$ cat config.mk
export PLATFORM = sky130hd
export DESIGN_NAME = bcd_calc_n
export DESIGN_NICKNAME = d
export VERILOG_FILES = /design/src/rtl/bcd_calc_pkg.sv /design/src/rtl/bcd_digit_alu.sv /design/src/rtl/bcd_calc_n.sv
export SDC_FILE = /design/constraint.sdc
export NUM_CORES = 1
export LEC_CHECK = 0
export ABC_AREA = 1
export CAP_MARGIN = 20
export CORE_ASPECT_RATIO = 0.6
export CORE_UTILIZATION = 40
export CTS_CLUSTER_DIAMETER = 50
export CTS_CLUSTER_SIZE = 14
export DETAILED_ROUTE_END_ITERATION = 7
export HOLD_SLACK_MARGIN = 0.1
export PLACE_DENSITY = 0.7
export RECOVER_POWER = 50
export SLEW_MARGIN = 20
export SYNTH_ARGS = -nofsm -noshare
export SYNTH_HDL_FRONTEND = slang
export SYNTH_SLANG_ARGS = --single-unit
export TNS_END_PERCENT = 30
$ cat constraint.sdc
create_clock -name clk -period 3.3 [get_ports clk]
set_input_delay 0.99 -clock clk [delete_from_list [all_inputs] [get_ports clk]]
set_output_delay 0.99 -clock clk [all_outputs]
set_load 0.02 [all_outputs]
$ cat src/rtl/bcd_calc_pkg.sv
// Shared definitions for the BCD calculator: digit width, digit maximum,
// FSM state encoding and a wrap-around digit increment helper.
package bcd_calc_pkg;

   localparam int            BCD_W   = 4;
   localparam logic [3:0]    BCD_MAX = 4'd9;

   typedef enum logic [1:0] {
      ST_IDLE  = 2'd0,
      ST_ENTRY = 2'd1,
      ST_CALC  = 2'd2,
      ST_SHOW  = 2'd3
   } state_t;

   // 0..8 -> +1, 9 -> 0; never carries into the neighbouring digit
   function automatic logic [BCD_W-1:0] bcd_inc(input logic [BCD_W-1:0] d);
      return (d >= BCD_MAX) ? '0 : d + 4'd1;
   endfunction

endpackage

$ cat src/rtl/bcd_digit_alu.sv
// Single-digit BCD add/subtract with carry/borrow; time-shared by the
// calculator across all digit positions, least significant first.
module bcd_digit_alu
   import bcd_calc_pkg::*;
(
   input  logic [BCD_W-1:0] i_a,
   input  logic [BCD_W-1:0] i_b,
   input  logic             i_cin,
   input  logic             i_sub,
   output logic [BCD_W-1:0] o_dig,
   output logic             o_cout
);

   localparam logic [BCD_W:0] TEN = 5'd10;

   logic [BCD_W:0] w_raw;
   logic [BCD_W:0] w_adj;

   always_comb begin
      w_raw  = '0;
      w_adj  = '0;
      o_cout = 1'b0;
      if (i_sub) begin
         // wraps negative below zero; bit BCD_W flags the borrow
         w_raw = {1'b0, i_a} - {1'b0, i_b} - {{BCD_W{1'b0}}, i_cin};
         if (w_raw[BCD_W]) begin
            w_adj  = w_raw + TEN;
            o_cout = 1'b1;
         end else begin
            w_adj  = w_raw;
         end
      end else begin
         w_raw = {1'b0, i_a} + {1'b0, i_b} + {{BCD_W{1'b0}}, i_cin};
         if (w_raw > {1'b0, BCD_MAX}) begin
            w_adj  = w_raw - TEN;
            o_cout = 1'b1;
         end else begin
            w_adj  = w_raw;
         end
      end
      o_dig = w_adj[BCD_W-1:0];
   end

endmodule

$ cat src/rtl/bcd_calc_n.sv
// NDIG-digit BCD add/subtract calculator driven by debounced-free async
// buttons: operands entered digit by digit, result computed serially.
//
// state  | meaning
// IDLE   | waiting for first cal press after reset
// ENTRY  | key presses increment operand digits
// CALC   | one digit per clock through the shared digit ALU, LSD first
// SHOW   | result and sign stable; cal returns to ENTRY keeping operands
module bcd_calc_n
   import bcd_calc_pkg::*;
#(
   parameter int NDIG        = 2,
   parameter int SYNC_STAGES = 2
) (
   input  logic                        clk,
   input  logic                        rst,
   input  logic                        cal,
   input  logic                        op_sel,
   input  logic [2*NDIG-1:0]           key_inc,
   output logic [BCD_W*NDIG-1:0]       dig_a,
   output logic [BCD_W*NDIG-1:0]       dig_b,
   output logic [BCD_W*(NDIG+1)-1:0]   res,
   output logic                        neg,
   output logic [1:0]                  state,
   output logic                        busy,
   output logic                        done
);

   localparam int CNT_W = (NDIG > 1) ? $clog2(NDIG) : 1;
   localparam int KW    = 2 * NDIG;

   logic [SYNC_STAGES-1:0]         r_cal_sync;
   logic [SYNC_STAGES-1:0]         r_op_sync;
   logic [SYNC_STAGES-1:0]         r_vld;
   logic [KW-1:0]                  r_key_sync [SYNC_STAGES];
   logic                           r_cal_prev;
   logic                           r_cal_armed;
   logic [KW-1:0]                  r_key_prev;

   state_t                         r_state;
   logic [BCD_W*NDIG-1:0]          r_a;
   logic [BCD_W*NDIG-1:0]          r_b;
   logic [BCD_W*(NDIG+1)-1:0]      r_res;
   logic                           r_neg;
   logic                           r_done;
   logic                           r_op;
   logic                           r_swap;
   logic [CNT_W-1:0]               r_cnt;
   logic                           r_carry;

   logic                           w_cal_s;
   logic                           w_op_s;
   logic [KW-1:0]                  w_key_s;
   logic                           w_cal_evt;
   logic [KW-1:0]                  w_key_evt;
   logic [BCD_W-1:0]               w_x;
   logic [BCD_W-1:0]               w_y;
   logic [BCD_W-1:0]               w_sum;
   logic                           w_cout;
   logic                           w_last;

   assign w_cal_s = r_cal_sync[SYNC_STAGES-1];
   assign w_op_s  = r_op_sync[SYNC_STAGES-1];
   assign w_key_s = r_key_sync[SYNC_STAGES-1];

   // cal must be seen low after reset before its rising edge counts
   assign w_cal_evt = w_cal_s & ~r_cal_prev & r_cal_armed;
   assign w_key_evt = w_key_s & ~r_key_prev;

   always_ff @(posedge clk or negedge rst) begin
      if (!rst) begin
         r_cal_sync  <= '0;
         r_op_sync   <= '0;
         r_vld       <= '0;
         for (int i = 0; i < SYNC_STAGES; i++) r_key_sync[i] <= '0;
         r_cal_prev  <= 1'b0;
         r_key_prev  <= '0;
         r_cal_armed <= 1'b0;
      end else begin
         r_cal_sync    <= {r_cal_sync[SYNC_STAGES-2:0], cal};
         r_op_sync     <= {r_op_sync[SYNC_STAGES-2:0], op_sel};
         r_vld         <= {r_vld[SYNC_STAGES-2:0], 1'b1};
         r_key_sync[0] <= key_inc;
         for (int i = 1; i < SYNC_STAGES; i++) r_key_sync[i] <= r_key_sync[i-1];
         r_cal_prev    <= w_cal_s;
         r_key_prev    <= w_key_s;
         if (r_vld[SYNC_STAGES-1] && !w_cal_s) r_cal_armed <= 1'b1;
      end
   end

   // larger magnitude goes in as the minuend so the result is |A-B|
   always_comb begin
      w_x = '0;
      w_y = '0;
      for (int i = 0; i < NDIG; i++) begin
         if (r_cnt == CNT_W'(i)) begin
            w_x = r_swap ? r_b[BCD_W*i +: BCD_W] : r_a[BCD_W*i +: BCD_W];
            w_y = r_swap ? r_a[BCD_W*i +: BCD_W] : r_b[BCD_W*i +: BCD_W];
         end
      end
   end

   assign w_last = (r_cnt == CNT_W'(NDIG - 1));

   bcd_digit_alu u_alu (
      .i_a    (w_x),
      .i_b    (w_y),
      .i_cin  (r_carry),
      .i_sub  (r_op),
      .o_dig  (w_sum),
      .o_cout (w_cout)
   );

   always_ff @(posedge clk or negedge rst) begin
      if (!rst) begin
         r_state <= ST_IDLE;
         r_a     <= '0;
         r_b     <= '0;
         r_res   <= '0;
         r_neg   <= 1'b0;
         r_done  <= 1'b0;
         r_op    <= 1'b0;
         r_swap  <= 1'b0;
         r_cnt   <= '0;
         r_carry <= 1'b0;
      end else begin
         r_done <= 1'b0;
         case (r_state)
            ST_IDLE: begin
               if (w_cal_evt) begin
                  r_state <= ST_ENTRY;
                  r_a     <= '0;
                  r_b     <= '0;
                  r_res   <= '0;
                  r_neg   <= 1'b0;
               end
            end
            ST_ENTRY: begin
               if (w_cal_evt) begin
                  r_state <= ST_CALC;
                  r_op    <= w_op_s;
                  // packed BCD orders the same as its decimal value
                  r_swap  <= w_op_s && (r_a < r_b);
                  r_cnt   <= '0;
                  r_carry <= 1'b0;
               end else begin
                  for (int i = 0; i < NDIG; i++) begin
                     if (w_key_evt[i])
                        r_b[BCD_W*i +: BCD_W] <= bcd_inc(r_b[BCD_W*i +: BCD_W]);
                     if (w_key_evt[NDIG+i])
                        r_a[BCD_W*i +: BCD_W] <= bcd_inc(r_a[BCD_W*i +: BCD_W]);
                  end
               end
            end
            ST_CALC: begin
               for (int i = 0; i < NDIG; i++) begin
                  if (r_cnt == CNT_W'(i)) r_res[BCD_W*i +: BCD_W] <= w_sum;
               end
               r_carry <= w_cout;
               r_cnt   <= r_cnt + CNT_W'(1);
               if (w_last) begin
                  r_res[BCD_W*NDIG +: BCD_W] <= (!r_op && w_cout) ? 4'd1 : 4'd0;
                  r_state <= ST_SHOW;
                  r_neg   <= r_swap;
                  r_done  <= 1'b1;
                  r_cnt   <= '0;
                  r_carry <= 1'b0;
               end
            end
            ST_SHOW: begin
               if (w_cal_evt) begin
                  r_state <= ST_ENTRY;
                  r_res   <= '0;
                  r_neg   <= 1'b0;
               end
            end
            default: r_state <= ST_IDLE;
         endcase
      end
   end

   assign dig_a = r_a;
   assign dig_b = r_b;
   assign res   = r_res;
   assign neg   = r_neg;
   assign state = r_state;
   assign busy  = (r_state == ST_CALC);
   assign done  = r_done;

endmodule

==> results.md <==
* Final setup TNS at 0 ps
* Vias in the first global route at 2664
* Startpoint Class: flop
* GR Util All Layers at 18.9%
* Sequential area share after synthesis at 40.2%
* Unrepaired setup endpoints after global routing: no
* Number of routed nets with antenna violations at 0
* Initial antenna violation count at 0
* Setup Viol. Count Final at 0
* VDD IR max at 0.000399 V
* Max cap viols at 0
* Measured slew at the worst slew-check pin at 1350 ps
* Pwr per Cell Area at 1150 mW/mm^2
* Worst-case reg-to-reg path depth at 17
* # hold bufs at CTS at 0
* Worst R2R End: res[7]
* Clock power share at 13.1%
* Crit path cell chain: buf_4 > a21oi_1 > a32oi_1 > fa_2 > fa_2 > xor2_2 > ha_1 > inv_1 > nor2_1 > a21oi_2 > nand2_4 > nand2_4 > nand3_1 > nand2_1 > nand2_1 > nand2_1 > nand2_1
* Final cell count without fillers at 547
* CP endpoint kind: flop
* Dpl cells at 540
* Area grow syn2layout at 20.8%
* Hold Worst Slack at 353 ps
* Cts bufs inserted at 5
* Final hold violations at 0
* Pin count of the biggest net entering global routing at 26
* DRT Wirelength at 7500 um
* Top cell by count, worst path: nand2_1
* I/O Buffers at 37
* Slew Limit Fails at 0
* Clock slew at reported path FFs at 70 ps
* Total grt overflow at 0
* PnR Total Power at 4.58 mW
* Ant diodes at 0
* Filler cells at 780
* Hold Path Depth at 0
* Post-DR vias/cell at 4.98
* CTS tree: yes
* Drt wl/cell at 13.7 um
* R2r startpoint: r_swap
* Die Wd at 119 um
* Syn. warnings at 0
* Nets at 483
* Final HPWL DP at 5940 um
* Outcome: complete, no violations
* Period utilization at 91.6%
* Internal power at 2.25 mW
* Leak at 1.93 nW
* 1st-pass router iterations at 4
* Number of synthesized register bits at 53
* Core area at 0.00795 sq mm
* H-tree Lvls at 2
* Setup CP Type: reg2reg
* Max Buffers Root-to-Sink at 2
* Tmin final at 3020 ps
* F_max at 331 MHz
* Logic pwr share at 66.3%
* Worst hold path endpoint: w_key_s[1]
* P_sw at 2.32 mW
* Slew headroom at 10.1%
* Drt drc at 0
* Worst-Skew Late Latency at 300 ps
* Post-synthesis area per instance at 8.40 sq um
* Layout cell share with drive strength beyond 1 at 10.3%
* Synth cell types at 35
* First-pass GRT wire length at 12800 um
* Max FO, Critical Path at 12
* Flop pwr share at 20.5%
* Initial Util at 41.5%
* Initial drt markers at 154
* Fin util at 50.2%
* Vias at 2724
* Switching fraction of total power at 50.7%
* Worst EP required at 3490 ps
* Std cell rows at 25
* Die area at 0.00863 sq mm
* Synthesized netlist cell count at 393
* Largest stage delay, worst path at 470 ps
* Die Ht at 72.4 um
* Arrival time worst endpoint at 3210 ps
* Clock sink total at 53
* Post-synth EDFFs at 0
* IO Pins at 41
* Critical-path top delay cell: dfrtp_2
* Min-delay worst type: reg2reg
* GP Congestion at 0.906
* Worst R2R Setup Slack at 280 ps
* Hold Startpoint: r_key_sync[5]
* Post-Syn Area at 0.00330 sq mm
* Root buffer cell: clkbuf_16
* Most used flip-flop cell after synthesis: dfrtp_1
* Max Clock Skew at 9.24 ps
* FFs w/ async S/R, synth at 100%
[placed cells by master, fill, tap and decap left out, types with 3 or more instances in the layout]
| cell type | n |
|---|---|
| nand2_1 | 80 |
| inv_1 | 61 |
| dfrtp_1 | 52 |
| ha_1 | 32 |
| clkdlybuf4s50_1 | 30 |
| nand3_1 | 29 |
| a21oi_1 | 22 |
| nor2_1 | 21 |
| o21ai_0 | 20 |
| nand4_1 | 10 |
| inv_2 | 7 |
| nand2_2 | 6 |
| dlygate4sd3_1 | 6 |
| nor2_4 | 5 |
| clkbuf_16 | 5 |
| buf_4 | 5 |
| conb_1 | 4 |
| a32oi_1 | 3 |
| nand2_4 | 3 |
| a22oi_1 | 3 |
| a31oi_1 | 3 |
| clkbuf_1 | 3 |
[metal layers]
layer	GRT usage (%)	wire (um)	up-vias	share of wire, %
met5	0	0	-	0
met4	3.52	39	0	0.52
met3	4.32	409	6	5.5
met2	28.7	3200	68	43
met1	27.6	3850	1296	51
li1	-	-	1354	-
[cell families after synthesis]
group	after synthesis	share of synthesized area [%]
XOR/XNOR	4	1.29
AO/OA/AOI/OAI	65	12.1
flip-flops	53	40.2
other	2	0.228
buffers and inverters	76	9.10
AND/OR/NAND/NOR	157	22.6
adder cells (fa/ha/maj)	36	14.6
[cell usage after synthesis (all sizes together) (3+ instances only)]
library cell	number	share of area [%]
fa	4	2.4
nor2	26	4.1
a31oi	3	0.57
nand4	10	1.9
o21ai	22	3.3
buf	6	1.1
nand2	89	11
a22oi	3	0.68
inv	69	7.8
nor3	3	0.76
a32oi	4	1.1
a21oi	26	4.9
nand3	29	4.5
dfrtp	53	40
ha	32	12
[how the worst max path moves through the flow]
stage | from | end | slack [ps] | depth (start not counted)
after CTS | r_cnt | res[7] | 80 | 18
after detailed placement | r_cnt | res[3] | 120 | 18
after global routing | r_swap | res[3] | 70 | 17
after floorplan | r_cnt | res[7] | 200 | 19
final | r_swap | res[7] | 280 | 17
after global placement | r_cnt | res[7] | 240 | 18
[what timing repair did]
| action | 4_1_cts | 5_1_grt |
|---|---|---|
| hold endpoints to repair | 0 | 0 |
| buffers inserted | 0 | 0 |
| endpoints found under the setup margin | 0 | 7 |
| resized for setup | 0 | 7 |
[flip-flops by register name, summed over array words and instances (netlist names)]
signal and count:
dig_b 8, r_op 1, r_cal_armed 1, r_key_sync 4
neg 1, r_carry 1, dig_a 8, done 1
r_key_prev 4, r_swap 1, r_cal_sync 2, res 9
r_cnt 1, r_vld 2, r_cal_prev 1, r_op_sync 2
state 2, w_key_s 4
[worst max-delay path: cells and delay by family (launching register included)]
family	cells	cell delay (ps)
XOR/XNOR	1	210
AO/OA/AOI/OAI	3	400
AND/OR/NAND/NOR	8	500
flip-flops	1	470
adder cells (fa/ha/maj)	3	1030
buffers and inverters	2	280
[power by group through the flow]
stage	Sequential, mW	Clock [mW]	Combinational, mW
global route	0.962	0.639	3.45
floorplan	1.01	0	2.14
global placement	0.941	0	2.92
detailed placement	0.946	0	3.02
CTS	0.935	0.610	3.04
finish	0.940	0.601	3.04
[area by class of cell]
type	count	area, sq um	share of cell area [%]
tap	108	135	3.39
clock buffer	5	125	3.14
clock inverter	2	38.8	0.973
multi-input combinational	266	1690	42.4
sequential	53	1330	33.3
inverter	69	262	6.56
timing repair buffer	44	409	10.3
[through the flow]
step / area, sq um / worst slack [ps]
CTS: 3980 / 81.7
global route: 3990 / 70.9
finish: 3990 / 277
global placement: 3820 / 240
floorplan: 3310 / 200
detailed placement: 3820 / 124
(Power assumes the default switching activity.)
